File: src/rtl/hit_envelope_if.sv
`default_nettype none
// ----------------------------------------------------------------------------
// Module   : hit_envelope_if
// Purpose  : Raster position, hit strobes, decay factor and per-instrument
//            intensity outputs of the hit_envelope block.
// Revision : 1.0 - initial release
// ----------------------------------------------------------------------------
interface hit_envelope_if #(
  parameter int INSTRUMENT_COUNT = 3
);
  logic [10:0]                       h_count;
  logic [9:0]                        v_count;
  logic [INSTRUMENT_COUNT-1:0]       hit_valid;
  logic [INSTRUMENT_COUNT-1:0][6:0]  hit_velocity;
  logic [9:0]                        decay;
  logic [INSTRUMENT_COUNT-1:0][7:0]  inst_intensity;

  // Stimulus / raster side
  modport master (
    output h_count, v_count, hit_valid, hit_velocity, decay,
    input  inst_intensity
  );

  // Envelope engine side
  modport slave (
    input  h_count, v_count, hit_valid, hit_velocity, decay,
    output inst_intensity
  );
endinterface
`default_nettype wire

File: src/rtl/hit_envelope.sv
`default_nettype none
// ----------------------------------------------------------------------------
// Module   : hit_envelope
// Purpose  : Per-instrument hit envelope. Hits are collected per frame, and on
//            the frame tick each level is decayed through one shared
//            multiplier (one instrument per cycle) and then committed to the
//            outputs together. Bit 7 of each output flags a hit in that frame.
// Options  : HIT_ENVELOPE_PEAK_HOLD_EN - a hit keeps the larger of the decayed
//            level and the hit velocity instead of replacing the level.
// Revision : 1.0 - initial release
// ----------------------------------------------------------------------------
module hit_envelope #(
  parameter int INSTRUMENT_COUNT = 3,
  parameter int TICK_V           = 720,
  parameter int TICK_H           = 0
) (
  input  wire logic     clk,
  input  wire logic     rst,
  hit_envelope_if.slave bus
);

  localparam int IDX_W = (INSTRUMENT_COUNT > 1) ? $clog2(INSTRUMENT_COUNT) : 1;
  localparam logic [IDX_W-1:0] c_LAST_IDX = IDX_W'(INSTRUMENT_COUNT - 1);

  typedef enum logic [1:0] {
    S_IDLE   = 2'd0,
    S_DECAY  = 2'd1,
    S_COMMIT = 2'd2
  } state_t;

  state_t                            r_state;
  state_t                            w_state_nxt;
  logic [IDX_W-1:0]                  r_idx;

  logic [6:0]                        r_pend_vel  [INSTRUMENT_COUNT];
  logic [INSTRUMENT_COUNT-1:0]       r_pend_flag;
  logic [6:0]                        r_snap_vel  [INSTRUMENT_COUNT];
  logic [INSTRUMENT_COUNT-1:0]       r_snap_flag;
  logic [6:0]                        r_level     [INSTRUMENT_COUNT];
  logic [INSTRUMENT_COUNT-1:0][7:0]  r_out;

  logic [6:0]                        w_merge_vel [INSTRUMENT_COUNT];
  logic [INSTRUMENT_COUNT-1:0]       w_merge_flag;
  logic                              w_tick;
  logic                              w_tick_accept;
  logic [14:0]                       w_product;
  logic [6:0]                        w_decayed;
  logic [6:0]                        w_next_level;
  logic                              w_unused_decay;

  // Only the upper eight bits of the decay factor feed the multiplier.
  assign w_unused_decay = ^bus.decay[1:0];

  assign w_tick        = (bus.h_count == 11'(TICK_H)) && (bus.v_count == 10'(TICK_V));
  assign w_tick_accept = w_tick && (r_state == S_IDLE);

  // Fold this cycle's hits into the pending values (running max per frame).
  always_comb begin
    w_merge_flag = r_pend_flag | bus.hit_valid;
    for (int i = 0; i < INSTRUMENT_COUNT; i++) begin
      w_merge_vel[i] = r_pend_vel[i];
      if (bus.hit_valid[i] && (bus.hit_velocity[i] > r_pend_vel[i])) begin
        w_merge_vel[i] = bus.hit_velocity[i];
      end
    end
  end

  // Shared decay multiplier for the instrument selected by r_idx.
  assign w_product = 15'(r_level[r_idx]) * 15'(bus.decay[9:2]);
  assign w_decayed = w_product[14:8];

  // Select the new level: decayed, or overridden by this frame's hit.
  always_comb begin
    w_next_level = w_decayed;
    if (r_snap_flag[r_idx]) begin
`ifdef HIT_ENVELOPE_PEAK_HOLD_EN
      w_next_level = (r_snap_vel[r_idx] > w_decayed) ? r_snap_vel[r_idx] : w_decayed;
`else
      w_next_level = r_snap_vel[r_idx];
`endif
    end
  end

  // FSM state register.
  always_ff @(posedge clk) begin
    if (rst) begin
      r_state <= S_IDLE;
    end else begin
      r_state <= w_state_nxt;
    end
  end

  // FSM next-state: tick starts the sweep, last index leads to the commit.
  always_comb begin
    w_state_nxt = r_state;
    case (r_state)
      S_IDLE:   if (w_tick) w_state_nxt = S_DECAY;
      S_DECAY:  if (r_idx == c_LAST_IDX) w_state_nxt = S_COMMIT;
      S_COMMIT: w_state_nxt = S_IDLE;
      default:  w_state_nxt = S_IDLE;
    endcase
  end

  // Pending capture and snapshot on an accepted tick; late ticks only collect hits.
  always_ff @(posedge clk) begin
    if (rst) begin
      r_pend_flag <= '0;
      r_snap_flag <= '0;
      for (int i = 0; i < INSTRUMENT_COUNT; i++) begin
        r_pend_vel[i] <= '0;
        r_snap_vel[i] <= '0;
      end
    end else if (w_tick_accept) begin
      r_snap_flag <= w_merge_flag;
      r_pend_flag <= '0;
      for (int i = 0; i < INSTRUMENT_COUNT; i++) begin
        r_snap_vel[i] <= w_merge_vel[i];
        r_pend_vel[i] <= '0;
      end
    end else begin
      r_pend_flag <= w_merge_flag;
      for (int i = 0; i < INSTRUMENT_COUNT; i++) begin
        r_pend_vel[i] <= w_merge_vel[i];
      end
    end
  end

  // Sweep index, level updates during DECAY and the single-cycle output commit.
  always_ff @(posedge clk) begin
    if (rst) begin
      r_idx <= '0;
      r_out <= '0;
      for (int i = 0; i < INSTRUMENT_COUNT; i++) begin
        r_level[i] <= '0;
      end
    end else begin
      case (r_state)
        S_IDLE: begin
          if (w_tick) r_idx <= '0;
        end
        S_DECAY: begin
          r_level[r_idx] <= w_next_level;
          if (r_idx != c_LAST_IDX) r_idx <= r_idx + 1'b1;
        end
        S_COMMIT: begin
          for (int i = 0; i < INSTRUMENT_COUNT; i++) begin
            r_out[i] <= {r_snap_flag[i], r_level[i]};
          end
        end
        default: r_idx <= '0;
      endcase
    end
  end

  assign bus.inst_intensity = r_out;

endmodule
`default_nettype wire
File: src/flat_wrapper.sv
// flat-port wrapper written by rule: the top's interface ports become plain ports
module hit_envelope_flat 
#(
  parameter int INSTRUMENT_COUNT = 3,
  parameter int TICK_V           = 720,
  parameter int TICK_H           = 0
)
  (clk, rst, bus_h_count, bus_v_count, bus_hit_valid, bus_hit_velocity, bus_decay, bus_inst_intensity);
  hit_envelope_if #(.INSTRUMENT_COUNT(INSTRUMENT_COUNT)) bus_i ();
  input  wire logic clk;
  input  wire logic rst;
  input wire logic [$bits(bus_i.h_count)-1:0] bus_h_count;
  input wire logic [$bits(bus_i.v_count)-1:0] bus_v_count;
  input wire logic [$bits(bus_i.hit_valid)-1:0] bus_hit_valid;
  input wire logic [$bits(bus_i.hit_velocity)-1:0] bus_hit_velocity;
  input wire logic [$bits(bus_i.decay)-1:0] bus_decay;
  output wire logic [$bits(bus_i.inst_intensity)-1:0] bus_inst_intensity;
  assign bus_i.h_count = bus_h_count;
  assign bus_i.v_count = bus_v_count;
  assign bus_i.hit_valid = bus_hit_valid;
  assign bus_i.hit_velocity = bus_hit_velocity;
  assign bus_i.decay = bus_decay;
  assign bus_inst_intensity = bus_i.inst_intensity;
  hit_envelope #(.INSTRUMENT_COUNT(INSTRUMENT_COUNT), .TICK_V(TICK_V), .TICK_H(TICK_H)) u_core (.clk(clk), .rst(rst), .bus(bus_i));
endmodule
File: config.mk
export PLATFORM = sky130hd
export DESIGN_NAME = hit_envelope_flat
export DESIGN_NICKNAME = d
export VERILOG_FILES = /design/src/rtl/hit_envelope_if.sv /design/src/rtl/hit_envelope.sv /design/src/flat_wrapper.sv
export SDC_FILE = /design/constraint.sdc
export NUM_CORES = 1
export LEC_CHECK = 0
export ABC_AREA = 1
export BUFFER_PORTS_ARGS = -buffer_cell sky130_fd_sc_hd__buf_2
export CORE_ASPECT_RATIO = 1.2
export CORE_MARGIN = 2
export CORE_UTILIZATION = 53
export DETAILED_ROUTE_END_ITERATION = 10
export PLACE_DENSITY = 0.83
export SYNTH_ARGS = -nofsm -noshare
export SYNTH_HDL_FRONTEND = slang
export SYNTH_SLANG_ARGS = --single-unit
File: constraint.sdc
create_clock -name clk -period 4.45 [get_ports clk]
set_input_delay 0.89 -clock clk [delete_from_list [all_inputs] [get_ports clk]]
set_output_delay 0.89 -clock clk [all_outputs]
set_load 0.02 [all_outputs]
==> results of run 1 <==
==> synthesized netlist by cell type, drive strengths merged <==
master  instances  share of area (%)
conb            1              0.056
nand3b          1               0.11
nand3          32                2.8
clkinv          4               0.22
buf            11               0.99
o211ai          4               0.45
clkbuf         10               0.56
xnor2           1               0.13
or2             3               0.28
a211oi          2               0.22
o311ai          4               0.52
fa             28                8.4
edfxtp         70                 31
dfxtp          36                 11
ha             56                 10
a221oi          1               0.13
inv            87                4.9
nor4            3               0.28
o31ai           1               0.11
nand2         130                7.6
and3            1              0.094
nand4           4               0.37
o21bai          4               0.51
o21ai          56                4.3
a32o            2               0.30
nor3            6               0.45
xor2            1               0.13
a21oi          25                1.9
nor2          181                 11
a21o            2               0.22
a31oi           3               0.51
o22ai           3               0.28
==> worst register-to-register path, delay by kind of cell (launching register included) <==
kind                       cells  cell delay [ps]
adders and majority gates      5             2280
AOI/OAI and AO/OA              4              750
DFF                            1              380
buffers and inverters          4              390
and+or+nand+nor                8              660
==> layer usage <==
metal  part of all wire, %  GRT usage, %  vias up
met5                     0             0        -
met4                   5.4          14.4        0
met3                   2.6          2.86       66
met2                    57          50.4      141
met1                    35          24.8     2711
li1                      -             -     2838
==> sequential cells by signal, summed over array words and instances (netlist names), named ones only <==
signal,count
u_core.r_pend_flag,3
u_core.r_idx,2
u_core.r_snap_vel,21
u_core.r_state,2
u_core.r_level,28
bus_inst_intensity,21
u_core.r_pend_vel,21
u_core.r_snap_flag,3
u_core.bus.inst_intensity,3
==> how the worst min path moves through the flow <==
stage | start | to | slack [ps] | depth (start not counted)
2_1_floorplan | u_core.r_snap_flag[0]$_SDFFE_PP0P_ | u_core.bus.inst_intensity[7]$_SDFFE_PP0N_ | 430 | 2
3_3_place_gp | u_core.r_pend_flag[2]$_SDFF_PN0_ | u_core.r_pend_flag[2]$_SDFF_PN0_ | 450 | 2
3_5_place_dp | u_core.r_pend_flag[2]$_SDFF_PN0_ | u_core.r_pend_flag[2]$_SDFF_PN0_ | 460 | 2
6_report | u_core.r_pend_flag[2]$_SDFF_PN0_ | u_core.r_pend_flag[2]$_SDFF_PN0_ | 470 | 2
4_1_cts | u_core.r_pend_flag[2]$_SDFF_PN0_ | u_core.r_pend_flag[2]$_SDFF_PN0_ | 480 | 2
5_1_grt | u_core.r_snap_flag[0]$_SDFFE_PP0P_ | u_core.bus.inst_intensity[7]$_SDFFE_PP0N_ | 500 | 2
==> power breakdown <==
part           leakage, nW  total (mW)  internal, mW  switching, mW
Combinational         2.84       0.758         0.314          0.445
Sequential            1.01        1.10          1.09         0.0125
Clock                0.144       0.763         0.401          0.362
Total                 3.99        2.62          1.80          0.819
==> cells in the final DEF (no fill, tap or decap), drive strengths merged <==
cell      instances
a211oi            2
a21o              2
a21oi            25
a221oi            1
a31oi             3
a32o              2
and3              1
buf             143
clkbuf           10
clkinv            6
clkinvlp          2
conb             21
dfxtp            36
edfxtp           70
fa               28
ha               56
inv              89
nand2           130
nand3            32
nand3b            1
nand4             4
nor2            181
nor3              6
nor4              3
o211ai            4
o21ai            56
o21bai            4
o22ai             3
o311ai            4
o31ai             1
or2               3
xnor2             1
xor2              1
==> layout make-up <==
type | count | area (um2)
clock buffer | 10 | 239
clock inverter | 6 | 46.3
fill | 971 | 3790
inverter | 91 | 360
multi-input combinational | 575 | 3850
sequential | 106 | 2830
tap | 161 | 201
timing repair buffer | 143 | 905
==> through the flow <==
stage	hold slack [ps]	instance area (um2)	total power, mW
final	473	8430	2.62
after global routing	495	8430	2.75
after CTS	476	8350	2.59
after detailed placement	460	7740	1.76
after global placement	449	7740	1.74
after floorplan	434	6830	1.53
==> cells by family after synthesis <==
family	Yosys count	synth area share, %
buffers and inverters	112	6.67
AO/OA/AOI/OAI	107	9.38
flip-flops	106	42.2
other	1	0.0561
AND/OR/NAND/NOR	361	22.5
XOR/XNOR	2	0.262
adder cells (fa/ha/maj)	84	18.9
==> timing repair <==
action,CTS,global route
gates resized for setup,65,24
hold buffers,0,0
pin swaps,44,12
buffers inserted,6,1
endpoints found under the setup margin,28,28
==> impl_metrics.ini, run 1 <==
[yosys]
ys_types = 44
synthCells = 773
yosys_warnings = 0
synth-seq-cells = 106
synth_area_um2 = 6680
yosysSeqAreaShare_pct = 42.2
avgSynthCellArea_um2 = 8.65

[clocking]
root_buffer = clkbuf_16
clk_latency_ps = 350
clockBufferDepth = 2
cts_buffers = 9
cts_sinks = 106
htreeDepth = 3
path_clk_slew_ps = 70
tritoncts = yes

[placed_design]
placedCellCount = 1069
place.gp.congestion = 0.932
port_buffers = 78
dp.final_hpwl_um = 12200
preCtsSetupSlack_ps = -487

[floorplanning]
core_um2 = 12200
die_y_um = 127
rows = 44
die_w_um = 107
start_util_pct = 54.7
die_area_um2 = 13500
ios = 81

[timing]
period_share_pct = 103
drv_slew = 0
fin_skew_ps = 8.24
setup_viol = 26
hold_violations = 0
min_period_ps = 4600
max_slew_margin_pct = 44.5
rsz0062_at_grt = true
worst_slew_pin_slew_ps = 819
setup_tns_ps = -2410
fmax_mhz = 217
worst_slack_ps = -148

[worst_setup_path]
critPathArrivalTime_ps = 4800
crit_fanout = 7
critPathCaptureType = register
critPathLaunchType = register
cpMostUsedCell = fa_1
timing.rr.end = u_core.r_level[1][6]$_SDFFCE_PN0P_
cp_slowest_cell = fa_1
critical_path_buf_inv_count = 4
required_ps = 4650
cp_cell_sequence = buf_6, a21oi_2, a32o_2, nor2_2, fa_1, fa_1, fa_1, inv_1, fa_1, inv_2, ha_4, nand2_2, nand2_2, a31oi_4, nor2_2, a211oi_2, buf_4, nand3_2, nand3_2, nand2_4, nor2_1
path_depth = 21
cpLargestDelayFamily = adder cells
reg2regPathDepth = 21
critical_path_class = reg2reg
rrSetupSlack_ps = -150
critPathMaxStageDelay_ps = 580
endpoint = u_core.r_level[1][6]$_SDFFCE_PN0P_

[global_routing]
gr-total-overflow = 0
grt_max_degree = 49
first_global_vias = 5975
grt_pass1_wl_um = 26800
grt_usage_pct = 25.3
antenna_found_initial = 0

[final_layout]
syn2layout_area_growth_pct = 26.2
fin_nets = 1067
final_cells = 1092
final_core_util_pct = 69.0
diodes = 0
drive_above_1_share_pct = 27.8

[drt]
routedWlPerCell_um = 15.1
drt_iter0_drc = 412
via_count = 5756
drt-total-wl_um = 16500
first_pass_iters = 5
drcViolationCount = 0
viasPerCell = 5.27
drtAntennaViolNets = 0

[power_and_ir_drop]
ir_drop_v = 0.000251
p_per_area_nw_per_um2 = 311
leakage_nw = 3.99

[min_path]
hold_path_class = reg2reg

[outcome]
outcome = complete, but fails checks
violations = negative setup slack

[run]
drv_cap = 0
Note: power is estimated with default switching activity, not from simulation.
==> run 2: changes to the inputs <==
--- a/config.mk
+++ b/config.mk
@@ -12,6 +12,8 @@
 export CORE_UTILIZATION = 53
 export DETAILED_ROUTE_END_ITERATION = 10
 export PLACE_DENSITY = 0.83
+export SETUP_SLACK_MARGIN = 0.3
+export SKIP_LAST_GASP = 1
 export SYNTH_ARGS = -nofsm -noshare
 export SYNTH_HDL_FRONTEND = slang
 export SYNTH_SLANG_ARGS = --single-unit
==> run 2 against run 1 <==
  * Non-clock buffer count shrank 9
  * Combinational power is essentially flat
  * The flow still finishes with violations (negative setup slack)
  * Final cell count shrank 0.82%
  * Clock power grew 6.6%
  * Register-to-register slack lost 110 ps
  * Clock-buffer cell count shrank 1
==> impl_metrics.ini, run 2 (same netlist as run 1, synthesis figures left out) <==
[worst_setup_path]
critical_path_class = reg2reg
timing.rr.end = u_core.r_level[0][3]$_SDFFCE_PN0P_
critPathArrivalTime_ps = 4820
required_ps = 4550
reg2regPathDepth = 21
critPathCaptureType = register
rrSetupSlack_ps = -260
critPathLaunchType = register
endpoint = u_core.r_level[0][3]$_SDFFCE_PN0P_
crit_fanout = 11

[floorplanning]
start_util_pct = 54.7
die_y_um = 127
ios = 81
die_w_um = 107
rows = 44
die_area_um2 = 13500
core_um2 = 12200

[final_layout]
final_cell_mix = nor2_1, nand2_1, buf_2
top_register = u_core.r_level
fillers = 949
syn2layout_area_growth_pct = 25.3
largest_register_ffs = 28
drive_above_1_share_pct = 25.9
final_core_util_pct = 68.5
multi_input_area_um2 = 3800
regArea_um2 = 2830
fin_nets = 1058
final_common_cell = nor2_1
diodes = 0

[outcome]
violations = negative setup slack
outcome = complete, but fails checks

[drt]
drt_iter0_drc = 304
viasPerCell = 5.29
routedWlPerCell_um = 14.8
via_count = 5724
drcViolationCount = 0
first_pass_iters = 5
drtAntennaViolNets = 0
drt-total-wl_um = 16100

[clocking]
clockBufferDepth = 2
path_clk_slew_ps = 80
root_buffer = clkbuf_16
clk_latency_ps = 360
cts-hold-fix-buffers = 0
cts_buffers = 9
tritoncts = yes
cts_sinks = 106
htreeDepth = 3

[power_and_ir_drop]
p_clk_share_pct = 30.4
switching_share_pct = 32.3
power.internal_mw = 1.81
power_frac_seq_pct = 41.2
ir_drop_v = 0.000291
leakage_nw = 3.94
p_per_area_nw_per_um2 = 319
p_comb_share_pct = 28.4
switchingPower_mw = 0.863

[global_routing]
grt_usage_pct = 24.6
grt_max_degree = 49
grt_pass1_wl_um = 26200
first_global_vias = 5742
gr-total-overflow = 0
antenna_found_initial = 0

[min_path]
hold_path_class = reg2reg
min-delay-start = u_core.r_snap_flag[0]$_SDFFE_PP0P_

[timing]
drv_slew = 0
worst_slew_pin_slew_ps = 822
rsz0062_at_grt = true
holdWs_ps = 472
fmax_mhz = 212
max_slew_margin_pct = 45.2
hold_violations = 0
worst_slack_ps = -263
period_share_pct = 106
setup_viol = 28
min_period_ps = 4710
fin_skew_ps = 12.7

[placed_design]
port_buffers = 78
place.gp.congestion = 0.930
dp.final_hpwl_um = 12100

[run]
drv_cap = 0
## run 2: cell type report
class	count	share of cell area, %
multi-input cells	575	45.4
inverters	91	4.29
repair buffers	134	10.4
clock buffers	9	2.69
flip-flops and latches	106	33.8
clock inverters	7	1.03
well taps	161	2.41
## run 2: what timing repair did
item                                    4_1_cts  5_1_grt
hold endpoints to repair                      0        0
gates cloned                                  1        0
buffers inserted                              6        3
pin swaps                                    14       28
endpoints found under the setup margin       28       28
resized for setup                            33       30
## run 2: worst min-delay path by stage
stage	end	slack [ps]	cells past startpoint
2_1_floorplan	u_core.bus.inst_intensity[7]$_SDFFE_PP0N_	430	2
3_3_place_gp	u_core.r_pend_flag[2]$_SDFF_PN0_	450	2
3_5_place_dp	u_core.r_pend_flag[2]$_SDFF_PN0_	460	2
4_1_cts	u_core.bus.inst_intensity[7]$_SDFFE_PP0N_	480	2
5_1_grt	u_core.bus.inst_intensity[7]$_SDFFE_PP0N_	490	2
6_report	u_core.bus.inst_intensity[7]$_SDFFE_PP0N_	470	2
## run 2: critical path, cell delays in order (launching register included)
cell and delay, ps:
dfxtp_4 420, buf_12 140, nand2_1 50, a32o_2 290, nor2_2 100, fa_1 440, fa_1 500, fa_1 540
inv_2 60, fa_1 550, inv_2 50, ha_4 260, buf_4 110, nand4_1 120, nor3_1 190, nand3_1 150
nand2_1 100, nand2_1 70, nand3_2 80, o21ai_2 90, inv_2 110, nor2_1 40
## run 2: layer usage
| metal | global-route usage, % | up-vias | wire [um] |
|---|---|---|---|
| met2 | 45.0 | 168 | 8540 |
| met4 | 13.3 | 0 | 755 |
| met5 | 0 | - | 0 |
| met1 | 27.3 | 2677 | 6120 |
| li1 | - | 2815 | - |
| met3 | 3.57 | 64 | 635 |
## run 2: power by group through the flow
stage | Clock (mW) | Combinational [mW] | Sequential [mW]
2_1_floorplan | 0 | 0.426 | 1.12
5_1_grt | 0.859 | 0.834 | 1.10
4_1_cts | 0.824 | 0.700 | 1.10
3_3_place_gp | 0 | 0.623 | 1.12
6_report | 0.813 | 0.758 | 1.10
3_5_place_dp | 0 | 0.641 | 1.12
## run 2: stage by stage
| stage | TNS [ps] | std cells | setup WS (ps) | total power, mW | cell area, um2 |
|---|---|---|---|---|---|
| finish | -3440 | 1083 | -263 | 2.67 | 8370 |
| global route | -7970 | 1083 | -446 | 2.80 | 8370 |
| CTS | -1820 | 1080 | -134 | 2.62 | 8230 |
| detailed placement | -9110 | 1057 | -398 | 1.76 | 7700 |
| global placement | -7940 | 1057 | -379 | 1.74 | 7700 |
| floorplan | -330 | 793 | -85.4 | 1.54 | 6880 |
